`src/rtl/csr_regs.sv`:
```
// Machine-mode CSR file: trap-unit write port, CSR-instruction read/write port,
// free-running mcycle and retire-driven minstret.
module csr_regs (
  input  logic        clk,
  input  logic        rst,
  input  logic        trap_wen_i,
  input  logic        trap_mcause_we_i,
  input  logic [63:0] trap_mepc_i,
  input  logic [63:0] trap_mcause_i,
  input  logic [63:0] trap_mstatus_i,
  input  logic        csr_wen_i,
  input  logic [11:0] csr_waddr_i,
  input  logic [63:0] csr_wdata_i,
  input  logic        csr_ren_i,
  input  logic [11:0] csr_raddr_i,
  output logic [63:0] csr_rdata_o,
  input  logic        inst_retire_i,
  output logic [63:0] mtvec_o,
  output logic [63:0] mepc_o,
  output logic [63:0] mstatus_o,
  output logic        csr_illegal_o
);

  localparam logic [11:0] ADDR_MSTATUS  = 12'h300;
  localparam logic [11:0] ADDR_MIE      = 12'h304;
  localparam logic [11:0] ADDR_MTVEC    = 12'h305;
  localparam logic [11:0] ADDR_MSCRATCH = 12'h340;
  localparam logic [11:0] ADDR_MEPC     = 12'h341;
  localparam logic [11:0] ADDR_MCAUSE   = 12'h342;
  localparam logic [11:0] ADDR_MCYCLE   = 12'hB00;
  localparam logic [11:0] ADDR_MINSTRET = 12'hB02;
  localparam logic [11:0] ADDR_MHARTID  = 12'hF14;

  logic        mst_mie_q, mst_mie_d;
  logic        mst_mpie_q, mst_mpie_d;
  logic [63:0] mie_q, mie_d;
  logic [63:2] mtvec_q, mtvec_d;
  logic [63:0] mscratch_q, mscratch_d;
  logic [63:2] mepc_q, mepc_d;
  logic [63:0] mcause_q, mcause_d;
  logic [63:0] mcycle_q, mcycle_d;
  logic [63:0] minstret_q, minstret_d;

  logic        rd_impl, wr_impl, wr_ro, wr_ok;
  logic [63:0] mstatus_rd;

  function automatic logic is_impl(input logic [11:0] addr);
    case (addr)
      ADDR_MSTATUS, ADDR_MIE, ADDR_MTVEC, ADDR_MSCRATCH, ADDR_MEPC,
      ADDR_MCAUSE, ADDR_MCYCLE, ADDR_MINSTRET, ADDR_MHARTID: is_impl = 1'b1;
      default: is_impl = 1'b0;
    endcase
  endfunction

  assign rd_impl = is_impl(csr_raddr_i);
  assign wr_impl = is_impl(csr_waddr_i);
  assign wr_ro   = (csr_waddr_i[11:10] == 2'b11);
  assign wr_ok   = csr_wen_i & wr_impl & ~wr_ro;

  assign csr_illegal_o = (csr_ren_i & ~rd_impl) | (csr_wen_i & (~wr_impl | wr_ro));

  // MPP is hard-wired to machine mode; only MIE and MPIE are stored.
  assign mstatus_rd = {51'd0, 2'b11, 3'd0, mst_mpie_q, 3'd0, mst_mie_q, 3'd0};

  assign mtvec_o   = {mtvec_q, 2'b00};
  assign mepc_o    = {mepc_q, 2'b00};
  assign mstatus_o = mstatus_rd;

  always_comb begin
    csr_rdata_o = 64'd0;
    if (csr_ren_i) begin
      case (csr_raddr_i)
        ADDR_MSTATUS:  csr_rdata_o = mstatus_rd;
        ADDR_MIE:      csr_rdata_o = mie_q;
        ADDR_MTVEC:    csr_rdata_o = {mtvec_q, 2'b00};
        ADDR_MSCRATCH: csr_rdata_o = mscratch_q;
        ADDR_MEPC:     csr_rdata_o = {mepc_q, 2'b00};
        ADDR_MCAUSE:   csr_rdata_o = mcause_q;
        ADDR_MCYCLE:   csr_rdata_o = mcycle_q;
        ADDR_MINSTRET: csr_rdata_o = minstret_q;
        default:       csr_rdata_o = 64'd0;
      endcase
    end
  end

  always_comb begin
    mst_mie_d  = mst_mie_q;
    mst_mpie_d = mst_mpie_q;
    mie_d      = mie_q;
    mtvec_d    = mtvec_q;
    mscratch_d = mscratch_q;
    mepc_d     = mepc_q;
    mcause_d   = mcause_q;
    mcycle_d   = mcycle_q + 64'd1;
    minstret_d = minstret_q + {63'd0, inst_retire_i};

    if (wr_ok) begin
      case (csr_waddr_i)
        ADDR_MSTATUS: begin
          mst_mie_d  = csr_wdata_i[3];
          mst_mpie_d = csr_wdata_i[7];
        end
        ADDR_MIE:      mie_d      = csr_wdata_i;
        ADDR_MTVEC:    mtvec_d    = csr_wdata_i[63:2];
        ADDR_MSCRATCH: mscratch_d = csr_wdata_i;
        ADDR_MEPC:     mepc_d     = csr_wdata_i[63:2];
        ADDR_MCAUSE:   mcause_d   = csr_wdata_i;
        ADDR_MCYCLE:   mcycle_d   = csr_wdata_i;
        ADDR_MINSTRET: minstret_d = csr_wdata_i;
        default: ;
      endcase
    end

    // Trap updates come last so they override a colliding CSR write.
    if (trap_wen_i) begin
      mepc_d     = trap_mepc_i[63:2];
      mst_mie_d  = trap_mstatus_i[3];
      mst_mpie_d = trap_mstatus_i[7];
      if (trap_mcause_we_i) mcause_d = trap_mcause_i;
    end
  end

  always_ff @(posedge clk) begin
    if (rst) begin
      mst_mie_q  <= 1'b0;
      mst_mpie_q <= 1'b0;
      mie_q      <= 64'd0;
      mtvec_q    <= 62'd0;
      mscratch_q <= 64'd0;
      mepc_q     <= 62'd0;
      mcause_q   <= 64'd0;
      mcycle_q   <= 64'd0;
      minstret_q <= 64'd0;
    end else begin
      mst_mie_q  <= mst_mie_d;
      mst_mpie_q <= mst_mpie_d;
      mie_q      <= mie_d;
      mtvec_q    <= mtvec_d;
      mscratch_q <= mscratch_d;
      mepc_q     <= mepc_d;
      mcause_q   <= mcause_d;
      mcycle_q   <= mcycle_d;
      minstret_q <= minstret_d;
    end
  end

  logic unused_bits;
  assign unused_bits = ^{trap_mepc_i[1:0], trap_mstatus_i[63:8], trap_mstatus_i[6:4],
                         trap_mstatus_i[2:0]};

endmodule

```
`config.mk`:
```
export PLATFORM = sky130hd
export DESIGN_NAME = csr_regs
export DESIGN_NICKNAME = d
export VERILOG_FILES = /design/src/rtl/csr_regs.sv
export SDC_FILE = /design/constraint.sdc
export NUM_CORES = 1
export LEC_CHECK = 0
export BUFFER_PORTS_ARGS = -buffer_cell sky130_fd_sc_hd__buf_4
export CORE_ASPECT_RATIO = 1.1
export CORE_UTILIZATION = 30
export CTS_BUF_LIST = sky130_fd_sc_hd__clkbuf_4 sky130_fd_sc_hd__clkbuf_8
export DETAILED_ROUTE_END_ITERATION = 10
export GPL_TIMING_DRIVEN = 1
export PLACE_DENSITY = 0.54
export SLEW_MARGIN = 20
export SYNTH_ARGS = -nofsm -noshare
export SYNTH_HDL_FRONTEND = slang
export SYNTH_SLANG_ARGS = --single-unit
```
`constraint.sdc`:
```
create_clock -name clk -period 9.2 [get_ports clk]
set_clock_uncertainty 0.15 [all_clocks]
set_input_delay 2.3 -clock clk [delete_from_list [all_inputs] [get_ports clk]]
set_output_delay 2.3 -clock clk [all_outputs]
set_load 0.01 [all_outputs]
```
# Word level (Yosys, flattened, before mapping)
# Index checks and enable logic that the tools add are counted.
[totals]
regBits = 446
input_bits = 287
output_inout_bits = 257
elab_cells = 70
[op_classes]
n_addsub = 2
eq_ne = 19
n_mux = 21
bitwise_logic = 9
reduce_logical = 10
[ops]
columns = ["cell", "n"]
rows = [
  ["$mux 64", 9],
  ["$pmux 64 s8", 1],
  ["$mux 62", 3],
  ["$eq 12x10->1 const B", 12],
  ["$eq 12x12->1 const B", 6],
  ["$add 64x1->64", 1],
  ["$add 64x1->64 const B", 1],
  ["$reduce_or 9->1", 2],
  ["$reduce_and 2->1", 5],
  ["$mux 1", 8],
  ["$reduce_bool 2->1", 3],
  ["$and 1x1->1", 4],
  ["$not 1->1", 3],
  ["$eq 2x2->1 const B", 1],
  ["$or 1x1->1", 2],
]

# Depth between registers and ports, before layout
# Gate-level depths: netlist of run 1.
[depth]
depth_word = 8
depth_mapped = 9
mapped_depth_nobuf = 8

# Worst setup path after synthesis of run 1
# Ideal clock, no wire load.
[synth_path]
kind = "input -> output"
from = "input port csr_raddr_i[4]"
to = "output port csr_rdata_o[0]"
t_arrival_ns = 4.350
setup_slack_ns = 2.400
cell_stages = 6
n_path_buf = 1
path_cell_list = "nor4_1 nand2b_1 nor4_1 clkbuf_1 a22oi_1 a31oi_1"
[synth_via]
elab_chain_cells = 3
word_cells_on_any_way = 10
[synth_lines]
columns = ["element", "line", "rtl"]
rows = [
  ["from (decl)", "15", "input logic [11:0] csr_raddr_i,"],
  ["$eq 12x12->1 or $eq 12x10->1 (tied branches)", "72", "case (csr_raddr_i)"],
  ["$pmux 64 s8 (*)", "72", ""],
  ["$mux 64 (*)", "71", "if (csr_ren_i) begin"],
  ["to (decl)", "16", "output logic [63:0] csr_rdata_o,"],
]
# Mark *: on every way between the ends. The rest lies on a longest branch, timed or not.

# Final worst setup path of run 1
[layout_path]
from = "input port csr_raddr_i[4]"
to = "output port csr_rdata_o[35]"
# The elaborated chain is that of the path after synthesis.

==> results of run 1 <==
==> logic make-up (layout without fill, tap and decap cells) <==
group                      after synthesis  in the layout  share of synthesized area
DFF                                    446            446                     0.3943
and+or+nand+nor                       1080           1080                     0.1998
muxes                                  189            189                    0.08707
adders and majority gates                3              3                   0.001658
xor gates and xnor gates               123            123                    0.04757
other                                    2             68                  0.0003316
buffers and inverters                  307            618                    0.06558
AOI/OAI and AO/OA                      652            652                     0.2038
==> layer usage <==
| layer | up-vias | share of wire |
|---|---|---|
| met5 | - | 0 |
| met4 | 0 | 0.026 |
| met3 | 144 | 0.050 |
| met2 | 682 | 0.50 |
| met1 | 10452 | 0.43 |
| li1 | 10461 | - |
==> final timing paths <==
kind                      to  cells after the start           start  slack [ns]
max reg2reg   minstret_q[56]                      9   minstret_q[0]        5.54
min                mie_q[63]                      2       mie_q[63]        0.30
min reg2reg        mie_q[63]                      2       mie_q[63]        0.30
max          csr_rdata_o[35]                     10  csr_raddr_i[4]        1.53
==> where the power goes <==
group,internal (mW),switching (mW)
combinational,0.138,0.173
clock,1.17,0.915
sequential,1.97,0.0300
==> synth_stat cells (42+ instances only) <==
cell,number
nand2_1,574
dfxtp_1,446
nor2_1,295
a21oi_1,261
clkbuf_1,190
mux2i_1,125
a211oi_1,95
xnor2_1,73
a22oi_1,70
buf_4,69
a311oi_1,65
mux2_2,64
a221oi_1,58
o2bb2ai_1,58
nand3_1,50
xor2_1,50
nor3_1,42
==> registers in the layout, indices dropped and copies added, names as in the netlist <==
| signal | flops |
|---|---|
| mcause_q | 64 |
| mcycle_q | 64 |
| mie_q | 64 |
| minstret_q | 64 |
| mscratch_q | 64 |
| mepc_q | 62 |
| mtvec_q | 62 |
| mst_mie_q | 1 |
| mst_mpie_q | 1 |
==> final cells by class <==
type                       instances  share of cell area
tap                              963             0.04295
sequential                       446              0.3182
clock inverter                    13            0.003568
inverter                          15            0.002007
timing repair buffer             453              0.1242
antenna                            2           0.0001784
multi-input combinational       2113              0.4486
clock buffer                     137             0.06029
==> worst max-delay path: stages <==
cell	delay, ns
buf_4	0.12
nor4_1	0.60
nor2b_1	0.51
nand3_4	0.09
buf_4	0.29
buf_4	0.36
o2bb2ai_1	0.24
a221oi_1	0.07
a21oi_1	0.38
buf_4	0.21
==> run_results.csv, run 1 <==
group,metric,value,unit
outcome,status,"completed",
yosys,syn_area_per_cell,8.082,sq um
clock_tree,post_cts_resized,0,
detailed_routing,viasPerCell,5.248,
floorplan,coreArea,74620,sq um
yosys,synth.area.top_cells,"dfxtp_1 (39%), nand2_1 (9.5%), a21oi_1 (5.8%), mux2i_1 (5.5%), nor2_1 (4.9%)",
final_layout,finalNetCount,3403,
pwr,vdd_ir_drop_max,0.07172,mV
timing,rsz0062_at_grt,"false",
place,placed_cell_area,26260,sq um
critical_path,cp_data_arrival_time,5.22,ns
clock_tree,clk_pin_slew,0.06,ns
global_route,grt_use_total,0.2181,
final_layout,drive_gt1_frac,0.2273,
floorplan,dieWidth,264.0,microns
final_layout,instances_no_fill,4142,
global_route,grtUsageMet3,0.03030,
clock_tree,postCtsSetupBuffers,0,
clock_tree,tritoncts,"yes",
detailed_routing,drtIter0Drc,1582,
final_layout,fin_util,0.3760,
timing,fmax,130.4,MHz
clock_tree,cts_hold_buffers,0,
detailed_routing,first_pass_iters,6,
yosys,ys_types,52,
final_layout,multi_input_comb_area,12590,sq um
final_layout,final_common_cell,"nand2_1",
critical_path,path_max_fanout,32,
global_route,grt-busiest-layer,"met2",
final_layout,stdcell_area,28060,sq um
yosys,synth_cells,2802,
timing,fin_crit_sh,0.8335,
global_route,grt_util_met2,0.3809,
clock_tree,worstSkewPairLatency,0.69,ns
critical_path,end_kind,"primary output",
detailed_routing,wirelength,86310,microns
critical_path,crit_required,6.75,ns
critical_path,crit_type,"in2out",
timing,fin_ws,1.532,ns
clock_tree,cts_root_buf,"clkbuf_8",
pwr,power,4.392,mW
final_layout,final_cell_mix,"nand2_1 (570), buf_4 (446), dfxtp_1 (446), nor2_1 (293), a21oi_1 (261)",
final_layout,syn_to_final_growth,23.89,%
detailed_routing,ant_nets,0,
clock_tree,cts_inserted_buffers,84,
timing,tns,0,ns
yosys,synth_edf_count,0,
timing,worstMarginPinSlew,1.090,ns
yosys,synth_top_cell_by_area,"dfxtp_1",
global_route,grt_pass1_wl,130200,microns
global_route,grt_pass1_vias,20889,
global_route,grt_remaining_overflow,0,
place,place_ws,1.551,ns
place,gp_congestion,0.8157,
timing,slew_headroom,0.2736,
floorplan,ios,544,
final_layout,area.sequential,8929,sq um
flow_run,max-cap-violations,0,
yosys,yosysTopAreaCellShare,0.3943,
timing,finalHoldViolCount,0,
global_route,grt_max_degree,168,
floorplan,dieArea,76590,sq um
critical_path,worst_setup_path_start_kind,"input port",
pwr,p_per_area,156.6,nW/um^2
floorplan,start_util,0.3035,
timing,min_period,7.668,ns
yosys,synth_area,22650,sq um
place,dpl.cell_count,3990,
place,numPortBuffers,413,
place,dp_hpwl,57640,microns
timing,setup_viol_count_final,0,
yosys,ys_warn_count,0,
yosys,synth_seq_area_share,0.3943,
clock_tree,clock_path_buffers,3,
yosys,synth-seq-cells,446,
pwr,power_leakage,10.02,nW
clock_tree,htree_levels,3,
timing,holdWs,0.2994,ns
yosys,synth_ff_type,"dfxtp_1",
global_route,antenna_found_initial,2,
detailed_routing,vias,21739,
worst_hold_path,hp-class,"reg2reg",
final_layout,fillers,7829,
clock_tree,clkSinkCount,446,
floorplan,die_y,290.2,microns
global_route,use_met1,0.2736,
floorplan,std_cell_rows,105,
timing,slew_violations,0,
yosys,synth-async-reset-ratio,0,
detailed_routing,wl_per_cell,20.84,microns
detailed_routing,drc,0,
Note: power is estimated with default switching activity, not from simulation.
==> run 2, diff against run 1 <==
- PLACE_DENSITY: 0.54 -> 0.56
- clock period: 9.2 -> 6.85 ns (I/O delays scaled with it)
==> run 2 against run 1 <==
Cell count grew 0.19%. Sequential share of layout area shrank 0.36 points. Utilization grew 0.43 points. Worst hold slack is essentially flat.
==> run_results.csv, run 2 (synthesized netlist as in run 1, its figures left out) <==
group,metric,value,unit
timing,setup_viol_count_final,0,
worst_hold_path,worstHoldStart,"mscratch_q[1]",
critical_path,crit_type,"in2out",
floorplan,dieWidth,264.0,microns
floorplan,dieArea,76590,sq um
critical_path,end_kind,"primary output",
outcome,status,"completed",
final_layout,drive_gt1_frac,0.2292,
pwr,vdd_ir_drop_max,0.1318,mV
final_layout,final_cell_mix,"nand2_1 (570), dfxtp_1 (446), buf_4 (439), nor2_1 (293), a21oi_1 (261)",
floorplan,coreArea,74620,sq um
critical_path,worst_setup_path_start_kind,"input port",
clock_tree,clock_path_buffers,3,
critical_path,ff2ff_path_depth,9,
global_route,grt_remaining_overflow,0,
critical_path,cp_data_arrival_time,4.19,ns
global_route,antenna_found_initial,2,
clock_tree,cts_inserted_buffers,85,
pwr,power_leakage,10.15,nW
final_layout,area.sequential,8929,sq um
final_layout,stdcell_area,28380,sq um
clock_tree,htree_levels,3,
critical_path,reg2reg_from,"minstret_q[0]",
critical_path,r2r-end,"minstret_q[56]",
detailed_routing,viasPerCell,5.254,
timing,tns,0,ns
global_route,grt_pass1_wl,130600,microns
clock_tree,clkSinkCount,446,
final_layout,fillers,7757,
final_layout,syn_to_final_growth,25.31,%
detailed_routing,drtIter0Drc,1652,
critical_path,crit_required,4.99,ns
timing,min_period,6.054,ns
global_route,grt_use_total,0.2183,
detailed_routing,ant_nets,0,
timing,worstMarginPinSlew,1.049,ns
floorplan,die_y,290.2,microns
timing,slew_headroom,0.3004,
clock_tree,postCtsSetupBuffers,0,
detailed_routing,wl_per_cell,20.75,microns
final_layout,finalNetCount,3408,
clock_tree,tritoncts,"yes",
clock_tree,cts_hold_buffers,0,
place,dp_hpwl,58630,microns
global_route,grt_pass1_vias,20912,
place,numPortBuffers,413,
place,placed_cell_area,26400,sq um
floorplan,ios,544,
final_layout,final_common_cell,"nand2_1",
pwr,p_per_area,215.6,nW/um^2
final_layout,multi_input_comb_area,12580,sq um
floorplan,std_cell_rows,105,
timing,fmax,165.2,MHz
timing,rsz0062_at_grt,"false",
timing,slew_violations,0,
detailed_routing,wirelength,86120,microns
worst_hold_path,hp-class,"reg2reg",
clock_tree,post_cts_resized,0,
detailed_routing,first_pass_iters,5,
worst_hold_path,min_to,"mscratch_q[1]",
clock_tree,worstSkewPairLatency,0.67,ns
critical_path,ff2ff_setup_slack,3.31,ns
clock_tree,clk_pin_slew,0.06,ns
timing,fin_crit_sh,0.8838,
worst_hold_path,min_path_cells,2,
timing,finalHoldViolCount,0,
clock_tree,cts_root_buf,"clkbuf_8",
floorplan,start_util,0.3035,
detailed_routing,vias,21805,
flow_run,max-cap-violations,0,
critical_path,path_max_fanout,29,
global_route,grt_max_degree,168,
place,gp_congestion,0.8176,
detailed_routing,drc,0,
run 2: cell count changes in the layout (fill, tap and decap cells not counted), sizes merged:
cell / change
clkinv: +4
clkinvlp: -2
clkbuf: -4
bufinv: +6
buf: +4
run 2: how the worst max path moves through the flow:
stage                    from              to  slack, ns
6_report       csr_raddr_i[4]  csr_rdata_o[2]       0.80
5_1_grt        csr_raddr_i[4]  csr_rdata_o[2]       0.54
4_1_cts        csr_raddr_i[4]  csr_rdata_o[2]       0.73
3_5_place_dp   csr_raddr_i[4]  csr_rdata_o[2]       0.75
3_3_place_gp   csr_raddr_i[4]  csr_rdata_o[2]       0.75
2_1_floorplan  csr_raddr_i[4]  csr_rdata_o[0]       1.23
run 2: metrics by stage:
step | hold WS, ns | setup slack [ns] | power, mW | utilization | std cells
final | 0.2995 | 0.7957 | 6.120 | 0.3803 | 4150
after global routing | 0.3162 | 0.5420 | 6.356 | 0.3803 | 4150
after CTS | 0.2999 | 0.7267 | 6.199 | 0.3800 | 4147
after detailed placement | 0.2925 | 0.7473 | 3.163 | 0.3538 | 3993
after global placement | 0.2866 | 0.7467 | 3.160 | 0.3538 | 3993
after floorplan | 0.2812 | 1.225 | 2.950 | - | 2866
run 2: layout make-up:
| type | count | area share |
|---|---|---|
| diodes | 2 | 0.0001764 |
| clock buffers | 133 | 0.05877 |
| clock inverters | 21 | 0.01001 |
| inverters | 15 | 0.001984 |
| multi-input cells | 2113 | 0.4433 |
| flip-flops and latches | 446 | 0.3146 |
| well taps | 963 | 0.04246 |
| repair buffers | 457 | 0.1286 |
run 2: power breakdown:
group          switching (mW)  total (mW)  leakage [nW]  internal (mW)
clock                    1.23        3.01          1.04           1.78
combinational           0.234       0.421          5.49          0.187
sequential             0.0409        2.69          3.62           2.65
run 2: worst max-delay path, cell delays in order:
cell,delay [ns]
buf_4,0.13
nor4_1,0.56
nand2b_1,0.19
nor4b_2,0.50
buf_4,0.48
a221oi_1,0.18
a21oi_1,0.25
buf_4,0.17
run 2: layer usage:
metal  vias to the layer above  wire length [microns]  track usage  part of all wire
met4                         0                   2327      0.07544             0.027
li1                      10472                      -            -                 -
met2                       759                  42680       0.3770              0.50
met1                     10436                  36190       0.2732              0.42
met5                         -                      0            0                 0
met3                       138                   4911      0.03496             0.057
==> run 3, diff against run 2 <==
- ABC_AREA: default -> 1
- PLACE_DENSITY: 0.56 -> default
==> run 3 against run 2 <==
Sequential power is essentially flat. Global-route usage grew 5.7 points. Worst hold slack gained 0.029 ns. Largest cell class unchanged.
==> run_results.csv, run 3 <==
group,metric,value,unit
clock_tree,clkSinkCount,446,
floorplan,ios,544,
clock_tree,tritoncts,"yes",
pwr,power_leakage,14.36,nW
final_layout,drive_gt1_frac,0.1345,
place,numPortBuffers,413,
timing,min_period,6.117,ns
yosys,synth-seq-cells,446,
critical_path,crit_required,4.99,ns
global_route,grt_remaining_overflow,0,
pwr,intPower,4.270,mW
worst_hold_path,hp-class,"reg2reg",
worst_hold_path,min_path_cells,2,
yosys,synth.area.top_cells,"dfxtp_1 (34%), nand2_1 (17%), nor2_1 (13%), inv_1 (6.2%), nand3_1 (5.9%)",
global_route,grt_max_degree,126,
floorplan,coreArea,86530,sq um
yosys,ys_types,34,
clock_tree,clk_pin_slew,0.06,ns
timing,slew_violations,0,
global_route,grt_use_total,0.2752,
clock_tree,htree_levels,3,
detailed_routing,vias,30351,
global_route,grt_pass1_wl,184400,microns
clock_tree,clock_path_buffers,3,
final_layout,fillers,9611,
floorplan,start_util,0.3033,
yosys,synth_cells,4384,
pwr,p_clk_frac,0.454,
clock_tree,worstSkewPairLatency,0.68,ns
final_layout,final_common_cell,"nand2_1",
floorplan,std_cell_rows,113,
place,gp_congestion,1.006,
critical_path,ff2ff_path_depth,11,
flow_run,max-cap-violations,0,
critical_path,ff2ff_setup_slack,3.31,ns
timing,slew_headroom,0.2889,
clock_tree,cts_inserted_buffers,79,
clock_tree,postCtsSetupBuffers,0,
critical_path,path_max_fanout,16,
floorplan,dieArea,88670,sq um
final_layout,finalNetCount,4969,
timing,fin_crit_sh,0.8930,
pwr,power,5.824,mW
floorplan,die_y,312.2,microns
critical_path,end_kind,"primary output",
global_route,grt_pass1_vias,27868,
floorplan,dieWidth,284.0,microns
yosys,synth_area,26250,sq um
pwr,p_per_area,183.4,nW/um^2
global_route,antenna_found_initial,7,
detailed_routing,viasPerCell,5.160,
pwr,sw_frac_of_total,0.2669,
timing,finalHoldViolCount,0,
final_layout,syn_to_final_growth,21.01,%
pwr,sequentialPowerShare,0.460,
timing,fmax,163.5,MHz
yosys,synth_edf_count,0,
clock_tree,cts_hold_buffers,0,
clock_tree,cts_root_buf,"clkbuf_8",
yosys,synthMostInstantiatedCell,"nand2_1",
critical_path,worst_setup_path_start_kind,"input port",
yosys,synth-async-reset-ratio,0,
detailed_routing,drtIter0Drc,3148,
yosys,yosysTopAreaCellShare,0.3402,
timing,holdWs,0.3290,ns
yosys,synth_top_cell_by_area,"dfxtp_1",
pwr,vdd_ir_drop_max,0.1149,mV
yosys,syn_area_per_cell,5.987,sq um
critical_path,cp_data_arrival_time,4.25,ns
detailed_routing,wirelength,125900,microns
detailed_routing,first_pass_iters,6,
yosys,ys_warn_count,0,
final_layout,final_cell_mix,"nand2_1 (1154), nor2_1 (902), buf_4 (447), dfxtp_1 (446), inv_1 (431)",
clock_tree,post_cts_resized,0,
yosys,synth_seq_area_share,0.3402,
timing,worstMarginPinSlew,1.067,ns
timing,tns,0,ns
detailed_routing,wl_per_cell,21.40,microns
yosys,ys_top_cells_by_count,"nand2_1 (1164), nor2_1 (903), dfxtp_1 (446), inv_1 (433), nand3_1 (312)",
yosys,synth_ff_type,"dfxtp_1",
detailed_routing,ant_nets,0,
place,dp_hpwl,90210,microns
outcome,status,"completed",
pwr,combPwrFrac,0.086,
critical_path,crit_type,"in2out",
timing,setup_viol_count_final,0,
detailed_routing,drc,0,
timing,rsz0062_at_grt,"false",
pwr,power_switching,1.554,mW
run 3: final cells by class:
class	instances	area, sq um	area share
clock inverters	9	105.1	0.003309
repair buffers	459	3596	0.1132
clock buffers	121	1496	0.04712
diodes	4	10.01	0.0003152
multi-input cells	3255	14530	0.4575
flip-flops and latches	446	8929	0.2811
well taps	1150	1439	0.04531
inverters	438	1654	0.05208
run 3: worst max-delay path, cell delays in order:
cell and delay [ns]:
buf_4 0.12, inv_1 0.06, nand2_1 0.11, nor3_1 0.54
nand2_2 0.27, inv_1 0.54, nand2_1 0.12, o21ai_0 0.14
a21oi_1 0.18, a21oi_1 0.28, buf_4 0.17
run 3: logic make-up (layout without fill, tap and decap cells):
| kind of cell | Yosys count | count (layout) | synth area share |
|---|---|---|---|
| AND/OR/NAND/NOR | 2604 | 2604 | 0.4040 |
| buffers and inverters | 747 | 1027 | 0.1179 |
| flip-flops | 446 | 446 | 0.3402 |
| adder cells (fa/ha/maj) | 3 | 3 | 0.001430 |
| other | 2 | 70 | 0.0002861 |
| XOR/XNOR | 82 | 82 | 0.02736 |
| AO/OA/AOI/OAI | 500 | 500 | 0.1088 |
run 3: through the flow:
stage / cells / area (sq um) / setup slack [ns] / utilization
6_report: 5882 / 31760 / 0.7331 / 0.3670
5_1_grt: 5882 / 31760 / 0.6558 / 0.3670
4_1_cts: 5878 / 31750 / 0.8161 / 0.3669
3_5_place_dp: 5748 / 30150 / 0.8191 / 0.3484
3_3_place_gp: 5748 / 30150 / 0.8468 / 0.3484
2_1_floorplan: 4448 / 26490 / 1.732 / -
run 3: power groups by stage:
stage          combinational [mW]  sequential (mW)  clock [mW]
2_1_floorplan               0.220             2.73           0
3_3_place_gp                0.490             2.73           0
3_5_place_dp                0.492             2.73           0
4_1_cts                     0.494             2.68        2.67
5_1_grt                     0.533             2.68        2.78
6_report                    0.502             2.68        2.64
run 3: layer usage:
layer	part of all wire	up-vias	GRT usage	wire [microns]
met5	0.00021	-	0	26
li1	-	14347	-	-
met3	0.088	296	0.04584	11110
met2	0.45	1551	0.4417	56940
met1	0.41	14153	0.3576	51400
met4	0.051	4	0.1334	6414
run 3: worst paths after layout:
kind                        from               to
setup / recovery  csr_raddr_i[2]  csr_rdata_o[14]
hold / removal      mcause_q[30]     mcause_q[30]
setup reg to reg   minstret_q[0]   minstret_q[40]
hold reg to reg     mcause_q[30]     mcause_q[30]
